===== src/rtl/noc_link_pkg.sv =====
// noc_link_pkg: shared flit type and width helpers for the NoC link blocks.
package noc_link_pkg;

    localparam int FLIT_W = 128;
    localparam int DEST_W = 6;

    typedef struct packed {
        logic [FLIT_W-1:0] data;
        logic [DEST_W-1:0] dest;
        logic              is_tail;
    } flit_t;

    function automatic int credit_width(input int credits);
        return $clog2(credits + 1);
    endfunction

    function automatic int occ_width(input int depth);
        return $clog2(depth + 1);
    endfunction

endpackage


===== src/rtl/noc_flit_fifo.sv =====
// noc_flit_fifo: synchronous flit FIFO with fill count; head is read from storage,
// so a flit written at an edge is visible at the head only from the next cycle.
module noc_flit_fifo import noc_link_pkg::*; #(
    parameter int WIDTH     = FLIT_W + DEST_W + 1,
    parameter int DEPTH     = 8,
    parameter int CNT_WIDTH = occ_width(DEPTH)
) (
    input  logic                 i_clk,
    input  logic                 i_rst,
    input  logic                 i_wr_en,
    input  logic [WIDTH-1:0]     i_wr_data,
    input  logic                 i_rd_en,
    output logic [WIDTH-1:0]     o_rd_data,
    output logic [CNT_WIDTH-1:0] o_count,
    output logic                 o_full,
    output logic                 o_empty
);

    localparam int PTR_W = $clog2(DEPTH);

    logic [WIDTH-1:0]     r_mem [DEPTH];
    logic [PTR_W-1:0]     r_wr_ptr;
    logic [PTR_W-1:0]     r_rd_ptr;
    logic [CNT_WIDTH-1:0] r_count;
    logic                 w_wr;
    logic                 w_rd;

    assign o_full    = r_count == CNT_WIDTH'(DEPTH);
    assign o_empty   = r_count == '0;
    assign o_count   = r_count;
    assign o_rd_data = r_mem[r_rd_ptr];
    assign w_wr      = i_wr_en && !o_full;
    assign w_rd      = i_rd_en && !o_empty;

    always_ff @(posedge i_clk) begin
        if (i_rst) begin
            r_wr_ptr <= '0;
            r_rd_ptr <= '0;
            r_count  <= '0;
        end else begin
            if (w_wr) r_wr_ptr <= r_wr_ptr + 1'b1;
            if (w_rd) r_rd_ptr <= r_rd_ptr + 1'b1;
            r_count <= r_count + CNT_WIDTH'(w_wr) - CNT_WIDTH'(w_rd);
        end
    end

    always_ff @(posedge i_clk) begin
        if (w_wr) r_mem[r_wr_ptr] <= i_wr_data;
    end

endmodule


===== src/rtl/noc_credit_relay.sv =====
// noc_credit_relay: credit-based link relay; buffers upstream flits, forwards them
// under a downstream credit counter and returns one upstream credit per flit forwarded.
module noc_credit_relay import noc_link_pkg::*; #(
    parameter int FLIT_WIDTH         = 128,
    parameter int DEST_WIDTH         = 6,
    parameter int BUFFER_DEPTH       = 8,
    parameter int DOWNSTREAM_CREDITS = 8,
    parameter int CREDIT_WIDTH       = credit_width(DOWNSTREAM_CREDITS),
    parameter int OCC_WIDTH          = occ_width(BUFFER_DEPTH)
) (
    input  logic                    clk_noc,
    input  logic                    rst_noc_sync,
    input  logic [FLIT_WIDTH-1:0]   data_in,
    input  logic [DEST_WIDTH-1:0]   dest_in,
    input  logic                    is_tail_in,
    input  logic                    send_in,
    output logic                    credit_out,
    output logic [FLIT_WIDTH-1:0]   data_out,
    output logic [DEST_WIDTH-1:0]   dest_out,
    output logic                    is_tail_out,
    output logic                    send_out,
    input  logic                    credit_in,
    output logic [OCC_WIDTH-1:0]    occupancy,
    output logic [CREDIT_WIDTH-1:0] credit_count,
    output logic                    overflow_err,
    output logic                    credit_err
);

    localparam int ENTRY_W = FLIT_WIDTH + DEST_WIDTH + 1;

    logic [ENTRY_W-1:0]      w_head;
    logic                    w_full;
    logic                    w_empty;
    logic                    w_pop;
    logic [CREDIT_WIDTH-1:0] r_credit;
    logic [FLIT_WIDTH-1:0]   r_data;
    logic [DEST_WIDTH-1:0]   r_dest;
    logic                    r_tail;
    logic                    r_send;
    logic                    r_credit_out;
    logic                    r_overflow_err;
    logic                    r_credit_err;

    assign w_pop = !w_empty && r_credit != '0;

    noc_flit_fifo #(
        .WIDTH     (ENTRY_W),
        .DEPTH     (BUFFER_DEPTH),
        .CNT_WIDTH (OCC_WIDTH)
    ) u_fifo (
        .i_clk     (clk_noc),
        .i_rst     (rst_noc_sync),
        .i_wr_en   (send_in),
        .i_wr_data ({data_in, dest_in, is_tail_in}),
        .i_rd_en   (w_pop),
        .o_rd_data (w_head),
        .o_count   (occupancy),
        .o_full    (w_full),
        .o_empty   (w_empty)
    );

    always_ff @(posedge clk_noc) begin
        if (rst_noc_sync) begin
            r_credit       <= CREDIT_WIDTH'(DOWNSTREAM_CREDITS);
            r_data         <= '0;
            r_dest         <= '0;
            r_tail         <= 1'b0;
            r_send         <= 1'b0;
            r_credit_out   <= 1'b0;
            r_overflow_err <= 1'b0;
            r_credit_err   <= 1'b0;
        end else begin
            r_send       <= w_pop;
            r_credit_out <= w_pop;
            if (w_pop) {r_data, r_dest, r_tail} <= w_head;
            // pop and credit_in together cancel out
            if (w_pop && !credit_in) begin
                r_credit <= r_credit - 1'b1;
            end else if (credit_in && !w_pop) begin
                if (r_credit == CREDIT_WIDTH'(DOWNSTREAM_CREDITS)) r_credit_err <= 1'b1;
                else r_credit <= r_credit + 1'b1;
            end
            if (send_in && w_full) r_overflow_err <= 1'b1;
        end
    end

    assign data_out     = r_data;
    assign dest_out     = r_dest;
    assign is_tail_out  = r_tail;
    assign send_out     = r_send;
    assign credit_out   = r_credit_out;
    assign credit_count = r_credit;
    assign overflow_err = r_overflow_err;
    assign credit_err   = r_credit_err;

endmodule


===== config.mk =====
export PLATFORM = sky130hd
export DESIGN_NAME = noc_credit_relay
export DESIGN_NICKNAME = d
export VERILOG_FILES = /design/src/rtl/noc_link_pkg.sv /design/src/rtl/noc_flit_fifo.sv /design/src/rtl/noc_credit_relay.sv
export SDC_FILE = /design/constraint.sdc
export NUM_CORES = 1
export LEC_CHECK = 0
export CORE_MARGIN = 2
export CORE_UTILIZATION = 63
export DETAILED_ROUTE_END_ITERATION = 8
export PLACE_DENSITY = 0.86
export SLEW_MARGIN = 20
export SYNTH_ARGS = -nofsm -noshare
export SYNTH_HDL_FRONTEND = slang
export SYNTH_SLANG_ARGS = --single-unit

===== constraint.sdc =====
create_clock -name clk_noc -period 27.5 [get_ports clk_noc]
set_input_delay 2.75 -clock clk_noc [delete_from_list [all_inputs] [get_ports clk_noc]]
set_output_delay 2.75 -clock clk_noc [all_outputs]
set_load 0.01 [all_outputs]

==> flow_summary.toml, run 1 <==
[yosys]
synth.net_count = 2278
synth-edff-count = 1080
netlist_area_mm2 = 0.0450
ys_seq_elements = 1232
yosysWarnings = 0
seq_area_frac_synth_pct = 78.8
synth_ff_type = "edfxtp_1"
ys_async_sr_fraction_pct = 0
synthDistinctLibCells = 34
syn_inst = 2125
avgSynthCellArea_um2 = 21.2

[die]
die_h_um = 271
dieArea_mm2 = 0.0736
die_x_um = 271
start_util_pct = 63.3
num_rows = 98
coreArea_mm2 = 0.0711
io_pins = 286

[sta]
post-route-min-period_ps = 5130
worstMarginPinSlew_ps = 1090
holdWs_ps = 490
rsz0062_at_grt = "false"
finalCritPeriodShare_pct = 18.7
max_freq_ghz = 0.195
setup_violations = 0
fin_skew_ps = 34.4
hold_viol = 0
slew_headroom_pct = 27.1
setup_slack_ps = 22370
finalSetupTns_ps = 0
maxSlewViolCount = 0

[final_layout]
final_common_cell = "edfxtp_1"
area_growth_syn_to_layout_pct = 16.7
nets = 2578
layout-drive-gt1-share_pct = 20.0
layout_common_cells = "1080 x edfxtp_1, 284 x clkdlybuf4s50_1, 270 x mux4_2"
fill_cells = 3631
final_util_pct = 73.9
fin_cells = 3497

[global_routing]
grt_pass1_vias = 24100
grt_pass1_wl_um = 159000
grt_max_degree = 152
overflow = 0
track_usage_pct = 29.5
antenna_found_initial = 28

[worst_setup_path]
crit_family = "buffers and inverters"
worstPathArrival_ps = 5430
crit_chain = "clkdlybuf4s50_1 -> nand3_1 -> nor2_4 -> buf_4"
r2r_end = "data_out[66]$_SDFFE_PP0P_"
worstPathRequired_ps = 27800
path_max_fanout = 58
r2r_start = "credit_count[0]$_SDFFE_PP0P_"
path_buf_inv = 2
start_kind = "input pin"
worstRegToRegCells = 6
crit_type = "in2reg"
end_kind = "register"
crit_slowest_cell = "nor2_4"
path_depth = 4
max_stage_delay_ps = 840
r2r_slack_ps = 23420

[placement]
dp_hpwl_um = 51900
portBuffers = 285
placed_cells = 3259
place_ws_ps = 21650
globalplace.congestion = 0.784

[clock_network]
cts_buffers = 112
ctsResizeCount = 0
htreeDepth = 3
root_buffer = "clkbuf_16"
post_cts_buffers = 0
path_clk_slew_ps = 60
clkSinkCount = 1232
cts_tree = "yes"
hold_buffers = 0
cts_buffer_depth = 3
clock_latency_ps = 690

[routing]
via_count = 23500
routed_via_density = 6.71
drt_first_iter_violations = 2809
wl_per_cell_um = 31.2
first_pass_iters = 7
drc = 0
wirelength_um = 109000
ant_nets = 0

[power_and_ir_drop]
p_clk_share_pct = 29.6
seq_power_share_pct = 44.4
p_sw_mw = 1.54
switching_share_pct = 29.3
p_leak_nw = 16.6
combPwrFrac_pct = 26.1
power_density_mw_per_mm2 = 100
internal_power_mw = 3.72
vdd_drop_max_v = 0.0000893

[min_path]
holdPathStages = 2
min_path_type = "reg2reg"
min_to = "data_out[106]$_SDFFE_PP0P_"
min_from = "data_out[106]$_SDFFE_PP0P_"

[run]
max_cap_violations = 0

[status]
outcome = "completed"
[per-stage QoR]
| step | total power [mW] | area [µm²] |
|---|---|---|
| 4_1_cts | 5.26 | 52400 |
| 3_3_place_gp | 3.62 | 48800 |
| 5_1_grt | 5.42 | 52500 |
| 2_1_floorplan | 3.22 | 45000 |
| 6_report | 5.26 | 52500 |
| 3_5_place_dp | 3.68 | 48800 |
[power groups by stage]
stage / logic (mW) / registers, mW / clock network [mW]
after floorplan: 0.862 / 2.36 / 0
after global placement: 1.27 / 2.36 / 0
after detailed placement: 1.31 / 2.37 / 0
after CTS: 1.35 / 2.34 / 1.56
after global routing: 1.45 / 2.34 / 1.63
final: 1.37 / 2.33 / 1.55
[registers in the layout (all words and copies together) (netlist names)]
signal and cells:
data_out 128, u_fifo.r_wr_ptr 3, dest_out 6, u_fifo.r_mem 1080
u_fifo.r_rd_ptr 3, u_fifo.o_count 4, credit_out 1, credit_err 1
is_tail_out 1, credit_count 4, overflow_err 1
[final cells by class]
type / count / area, µm² / area share [%]
Multi-Input combinational cell: 756 / 8940 / 17.0
Timing Repair Buffer: 309 / 3160 / 6.01
Sequential cell: 1232 / 35500 / 67.5
Clock inverter: 47 / 429 / 0.817
Antenna cell: 23 / 57.6 / 0.110
Tap cell: 950 / 1190 / 2.26
Clock buffer: 166 / 3210 / 6.11
Inverter: 14 / 57.6 / 0.110
[Yosys cell counts (2+ instances only)]
cell type	instances	area, µm²
nor2_1	153	574
xor2_1	2	17.5
nor3_2	40	400
nor2b_1	2	12.5
buf_2	62	310
nand2_1	9	33.8
buf_6	7	78.8
nand2b_1	2	12.5
ha_1	12	150
buf_4	8	60.1
mux4_2	270	6080
fa_1	2	40.0
xnor2_1	5	43.8
nor3_1	97	485
nand3_1	6	30.0
edfxtp_1	1080	32400
dfxtp_1	152	3040
o22ai_1	135	845
inv_1	13	48.8
a21oi_1	9	45.0
clkbuf_1	46	173
[worst max-delay path by stage]
stage	start	end	slack (ps)
2_1_floorplan	send_in	u_fifo.r_mem[0][0]$_DFFE_PP_	14450
3_3_place_gp	send_in	u_fifo.r_mem[3][76]$_DFFE_PP_	21730
3_5_place_dp	send_in	u_fifo.r_mem[3][82]$_DFFE_PP_	21650
4_1_cts	send_in	u_fifo.r_mem[3][79]$_DFFE_PP_	22380
5_1_grt	send_in	u_fifo.r_mem[3][70]$_DFFE_PP_	22280
6_report	send_in	u_fifo.r_mem[3][79]$_DFFE_PP_	22370
[worst register-to-register path: cells and delay by family, from the launching register on]
family | cells | cell delay [ps]
buf+inv | 2 | 1490
flops | 1 | 380
simple gates | 3 | 1860
compound gates | 1 | 230
[layer usage]
metal	share of wire (%)	up-vias	global-route usage, %
li1	-	9375	-
met1	35	12100	38.6
met4	5.5	14	15.2
met5	0.075	-	0
met2	51	1651	48.1
met3	8.8	348	5.40
[logic make-up (layout without fill, tap and decap cells)]
family                     count (synthesis)  in the layout  synth area share (%)
adders and majority gates                 14             14                 0.422
DFF                                     1232           1232                  78.8
other                                      0             23                     0
and+or+nand+nor                          316            316                  3.59
xor gates and xnor gates                   7              7                 0.136
muxes                                    271            271                  13.5
buffers and inverters                    137            536                  1.50
AOI/OAI and AO/OA                        148            148                  2.05
No activity file was read; power rests on OpenSTA's default activity.
==> inputs of run 2 (changes only) <==
--- a/config.mk
+++ b/config.mk
@@ -6,9 +6,9 @@
 export NUM_CORES = 1
 export LEC_CHECK = 0
 export CORE_MARGIN = 2
-export CORE_UTILIZATION = 63
+export CORE_UTILIZATION = 53
 export DETAILED_ROUTE_END_ITERATION = 8
-export PLACE_DENSITY = 0.86
+export PLACE_DENSITY = 0.77
 export SLEW_MARGIN = 20
 export SYNTH_ARGS = -nofsm -noshare
 export SYNTH_HDL_FRONTEND = slang
==> constraint.sdc (replaced) <==
create_clock -name clk_noc -period 4.63 [get_ports clk_noc]
set_input_delay 0.463 -clock clk_noc [delete_from_list [all_inputs] [get_ports clk_noc]]
set_output_delay 0.463 -clock clk_noc [all_outputs]
set_load 0.01 [all_outputs]
==> flow_summary.toml, run 2 (synthesis gave the netlist of run 1 again) <==
[power_and_ir_drop]
seq_power_share_pct = 44.0
switching_share_pct = 28.0
p_sw_mw = 8.78
internal_power_mw = 22.6
p_leak_nw = 16.9
combPwrFrac_pct = 25.6
vdd_drop_max_v = 0.000467
p_clk_share_pct = 30.4
power_density_mw_per_mm2 = 587

[sta]
worstMarginPinSlew_ps = 1090
hold_viol = 0
fin_skew_ps = 28.4
slew_headroom_pct = 27.0
rsz0062_at_grt = "false"
maxSlewViolCount = 0
setup_violations = 0
finalCritPeriodShare_pct = 70.4
post-route-min-period_ps = 3260
max_freq_ghz = 0.307
holdWs_ps = 368

[min_path]
min_to = "credit_err$_SDFFE_PP0P_"
min_from = "rst_noc_sync"
holdPathStages = 2
min_path_type = "in2reg"

[die]
coreArea_mm2 = 0.0840
num_rows = 106
io_pins = 286
die_h_um = 295
die_x_um = 295
dieArea_mm2 = 0.0873
start_util_pct = 53.6

[routing]
wirelength_um = 100000
routed_via_density = 5.97
wl_per_cell_um = 27.0
drc = 0
ant_nets = 0
first_pass_iters = 6
via_count = 22200
drt_first_iter_violations = 1854

[final_layout]
largest_reg_flops = 1080
layout_common_cells = "1080 x edfxtp_1, 284 x clkdlybuf4s50_1, 270 x mux4_2"
final_common_cell = "edfxtp_1"
seq_area_mm2 = 0.0355
multiInputGateArea_mm2 = 0.00897
fin_cells = 3713
layout-drive-gt1-share_pct = 21.6
nets = 2611
fill_cells = 5441
area_growth_syn_to_layout_pct = 18.7
regMostFlops = "u_fifo.r_mem"

[placement]
dp_hpwl_um = 55000
portBuffers = 285
globalplace.congestion = 0.783
placed_cells = 3475

[worst_setup_path]
r2r_slack_ps = 1370
path_buf_inv = 2
crit_slowest_cell = "inv_6"
crit_family = "adder cells"
worstRegToRegCells = 11
worstPathRequired_ps = 5220
r2r_start = "u_fifo.o_count[3]$_SDFF_PP0_"
r2r_end = "credit_count[3]$_SDFFE_PP1P_"
crit_type = "reg2reg"
path_common_cell = "ha_1"
max_stage_delay_ps = 540
crit_chain = "inv_1 -> ha_1 -> or3b_1 -> nand2_1 -> inv_6 -> ha_1 -> ha_1 -> a21oi_1 -> nand3_1 -> a21oi_1 -> mux2i_1"
path_max_fanout = 72
end_kind = "register"
start_kind = "register"
worstPathArrival_ps = 3850

[clock_network]
cts_buffer_depth = 3
root_buffer = "clkbuf_16"
path_clk_slew_ps = 60
clock_latency_ps = 680
post_cts_buffers = 0
cts_buffers = 115
ctsResizeCount = 0
clkSinkCount = 1232
htreeDepth = 3
hold_buffers = 0
cts_tree = "yes"

[global_routing]
grt.met3_usage_pct = 3.88
met2_usage_pct = 40.1
overflow = 0
grt_pass1_wl_um = 148000
busiest_layer = "met2"
antenna_found_initial = 24
track_usage_pct = 23.1
grt_util_met1_pct = 28.9
grt_max_degree = 92
grt_pass1_vias = 23700

[status]
outcome = "completed"

[run]
max_cap_violations = 0
-- run 2: changes by cell type in the layout (fill, tap and decap cells not counted), sizes merged --
cell / change
clkinv: -4
bufinv: +6
inv: +2
buf: +30
diode: -5
clkbuf: +3
-- run 2: layout make-up --
cell class / count / share of cell area, %
tap: 1134 / 2.65
sequential: 1232 / 66.4
antenna: 18 / 0.0843
clock buffer: 169 / 6.05
clock inverter: 51 / 1.20
timing repair buffer: 339 / 6.74
inverter: 14 / 0.108
multi-input combinational: 756 / 16.8
-- run 2: metal layers --
metal | up-vias | share of wire (%) | wire [µm]
met5 | - | 0.091 | 91
met4 | 14 | 3.2 | 3180
met3 | 173 | 6.5 | 6460
met2 | 829 | 53 | 52800
met1 | 11700 | 38 | 37600
li1 | 9472 | - | -
-- run 2: power by group through the flow --
stage	sequential, mW	clock [mW]	combinational [mW]
after global routing	13.9	10.1	8.61
after CTS	13.8	9.70	8.16
after global placement	14.0	0	7.84
after detailed placement	14.0	0	8.09
after floorplan	13.9	0	5.13
final	13.8	9.54	8.03
-- run 2: worst max path at each step --
stage / from / endpoint / cells after the start
after global placement: u_fifo.o_count[3]$_SDFF_PP0_ / u_fifo.o_count[2]$_SDFF_PP0_ / 12
after global routing: u_fifo.o_count[3]$_SDFF_PP0_ / credit_count[3]$_SDFFE_PP1P_ / 11
after detailed placement: u_fifo.o_count[3]$_SDFF_PP0_ / credit_count[3]$_SDFFE_PP1P_ / 11
after CTS: u_fifo.o_count[3]$_SDFF_PP0_ / credit_count[3]$_SDFFE_PP1P_ / 11
final: u_fifo.o_count[3]$_SDFF_PP0_ / credit_count[3]$_SDFFE_PP1P_ / 11
after floorplan: u_fifo.o_count[2]$_SDFF_PP0_ / u_fifo.r_mem[4][0]$_DFFE_PP_ / 6
-- run 2: metrics by stage --
step	util (%)	TNS [ps]	power, mW	cell area, µm²	worst slack, ps
floorplan	-	-388640	19.1	45100	-474
global placement	59.0	0	21.9	49500	1540
detailed placement	59.0	0	22.1	49500	1370
CTS	63.6	0	31.7	53400	1350
global route	63.7	0	32.6	53400	1230
finish	63.7	0	31.4	53400	1370
==> inputs of run 3 (changes only) <==
--- a/config.mk
+++ b/config.mk
@@ -6,9 +6,9 @@
 export NUM_CORES = 1
 export LEC_CHECK = 0
 export CORE_MARGIN = 2
-export CORE_UTILIZATION = 53
+export CORE_UTILIZATION = 59
 export DETAILED_ROUTE_END_ITERATION = 8
-export PLACE_DENSITY = 0.77
+export PLACE_DENSITY = 0.81
 export SLEW_MARGIN = 20
 export SYNTH_ARGS = -nofsm -noshare
 export SYNTH_HDL_FRONTEND = slang
==> constraint.sdc (replaced) <==
create_clock -name clk_noc -period 3.05 [get_ports clk_noc]
set_input_delay 0.305 -clock clk_noc [delete_from_list [all_inputs] [get_ports clk_noc]]
set_output_delay 0.305 -clock clk_noc [all_outputs]
set_load 0.01 [all_outputs]
==> flow_summary.toml, run 3 (synthesis gave the netlist of run 1 again) <==
[sta]
slew_headroom_pct = 53.4
fin_skew_ps = 30.5
setup_violations = 0
max_freq_ghz = 0.350
setup_slack_ps = 195
worstMarginPinSlew_ps = 699
hold_viol = 0
rsz0062_at_grt = "false"
maxSlewViolCount = 0
finalCritPeriodShare_pct = 93.6
post-route-min-period_ps = 2850

[clock_network]
hold_buffers = 1
root_buffer = "clkbuf_16"
htreeDepth = 3
ctsResizeCount = 0
clkSinkCount = 1232
path_clk_slew_ps = 60
clock_latency_ps = 680
post_cts_buffers = 0
cts_buffer_depth = 3
cts_buffers = 114
cts_tree = "yes"

[placement]
place_ws_ps = 220
globalplace.congestion = 0.812
portBuffers = 285
dp_hpwl_um = 54700
dpl_cell_area_mm2 = 0.0496

[die]
io_pins = 286
dieArea_mm2 = 0.0785
start_util_pct = 59.5
coreArea_mm2 = 0.0757
die_x_um = 280
die_h_um = 280
num_rows = 101

[routing]
ant_nets = 0
via_count = 22800
first_pass_iters = 5
drt_first_iter_violations = 2413
wirelength_um = 103000
wl_per_cell_um = 28.8
routed_via_density = 6.39
drc = 0

[final_layout]
nets = 2620
final_area_mm2 = 0.0536
layout_common_cells = "1080 x edfxtp_1, 284 x clkdlybuf4s50_1, 270 x mux4_2"
largest_reg_flops = 1080
area_growth_syn_to_layout_pct = 19.0
final_common_cell = "edfxtp_1"
fill_cells = 4212
layout-drive-gt1-share_pct = 22.2
regMostFlops = "u_fifo.r_mem"

[worst_setup_path]
crit_family = "simple AND/OR/NAND/NOR gates"
start_kind = "register"
worstPathArrival_ps = 3430
end_kind = "register"
crit_chain = "or4_1 -> nand2_1 -> inv_4 -> ha_1 -> ha_1 -> a21oi_1 -> a211o_1 -> a21oi_1 -> mux2i_1"
crit_type = "reg2reg"
max_stage_delay_ps = 680
path_max_fanout = 6
path_buf_inv = 1
worstPathRequired_ps = 3630
crit_slowest_cell = "or4_1"

[power_and_ir_drop]
p_leak_nw = 17.0
vdd_drop_max_v = 0.000689
power_density_mw_per_mm2 = 896

[global_routing]
grt_max_degree = 101
antenna_found_initial = 28
grt_pass1_wl_um = 152000
busiest_layer = "met2"
overflow = 0
grt_pass1_vias = 24100
track_usage_pct = 26.5
met2_usage_pct = 44.4
grt.met3_usage_pct = 4.37
grt_util_met1_pct = 34.4

[run]
max_cap_violations = 0

[status]
outcome = "completed"

[min_path]
min_path_type = "in2reg"
[run 3: final timing paths]
kind                           startpoint                            end  slack (ps)  cells past startpoint
max          credit_count[0]$_SDFFE_PP0P_   credit_count[3]$_SDFFE_PP1P_         200                      9
min                           data_in[75]  u_fifo.r_mem[0][82]$_DFFE_PP_         360                      1
max reg2reg  credit_count[0]$_SDFFE_PP0P_   credit_count[3]$_SDFFE_PP1P_         200                      9
min reg2reg    data_out[124]$_SDFFE_PP0P_     data_out[124]$_SDFFE_PP0P_         490                      2
[run 3: worst reg2reg max path: stages, from the launching register on]
cell and delay (ps):
dfxtp_1 370, or4_1 680, nand2_1 240, inv_4 80
ha_1 260, ha_1 360, a21oi_1 100, a211o_1 300
a21oi_1 190, mux2i_1 210
[run 3: final cells by class]
type                       instances  area [µm²]  share of cell area (%)
sequential                      1232       35500                    66.2
tap                              978        1220                    2.28
clock inverter                    52         678                    1.27
timing repair buffer             349        3870                    7.23
clock buffer                     165        3260                    6.08
multi-input combinational        756        8970                    16.7
inverter                          14        55.1                   0.103
antenna                           18        45.0                  0.0841
[run 3: per-stage QoR]
step | cells | hold WS [ps] | utilization [%] | TNS [ps] | power (mW)
6_report | 3564 | 356 | 70.8 | 0 | 48.0
5_1_grt | 3564 | 367 | 70.8 | 0 | 49.8
4_1_cts | 3546 | 329 | 70.7 | 0 | 48.3
3_5_place_dp | 3328 | 473 | 65.5 | 0 | 33.6
3_3_place_gp | 3328 | 473 | 65.5 | 0 | 33.2
2_1_floorplan | 2125 | 404 | - | -930760 | 28.9
[run 3: per-layer routing]
layer / vias up / part of all wire (%) / wire length, µm
met3: 220 / 7.1 / 7240
met1: 12000 / 37 / 38200
met2: 1089 / 52 / 53200
met5: - / 0.13 / 131
li1: 9470 / - / -
met4: 20 / 3.7 / 3830
[run 3: report_power, final]
group / total, mW / internal, mW / leakage, nW / switching [mW]
Combinational: 12.5 / 5.91 / 4.08 / 6.62
Sequential: 20.8 / 19.9 / 11.1 / 0.911
Clock: 14.7 / 8.63 / 1.91 / 6.03
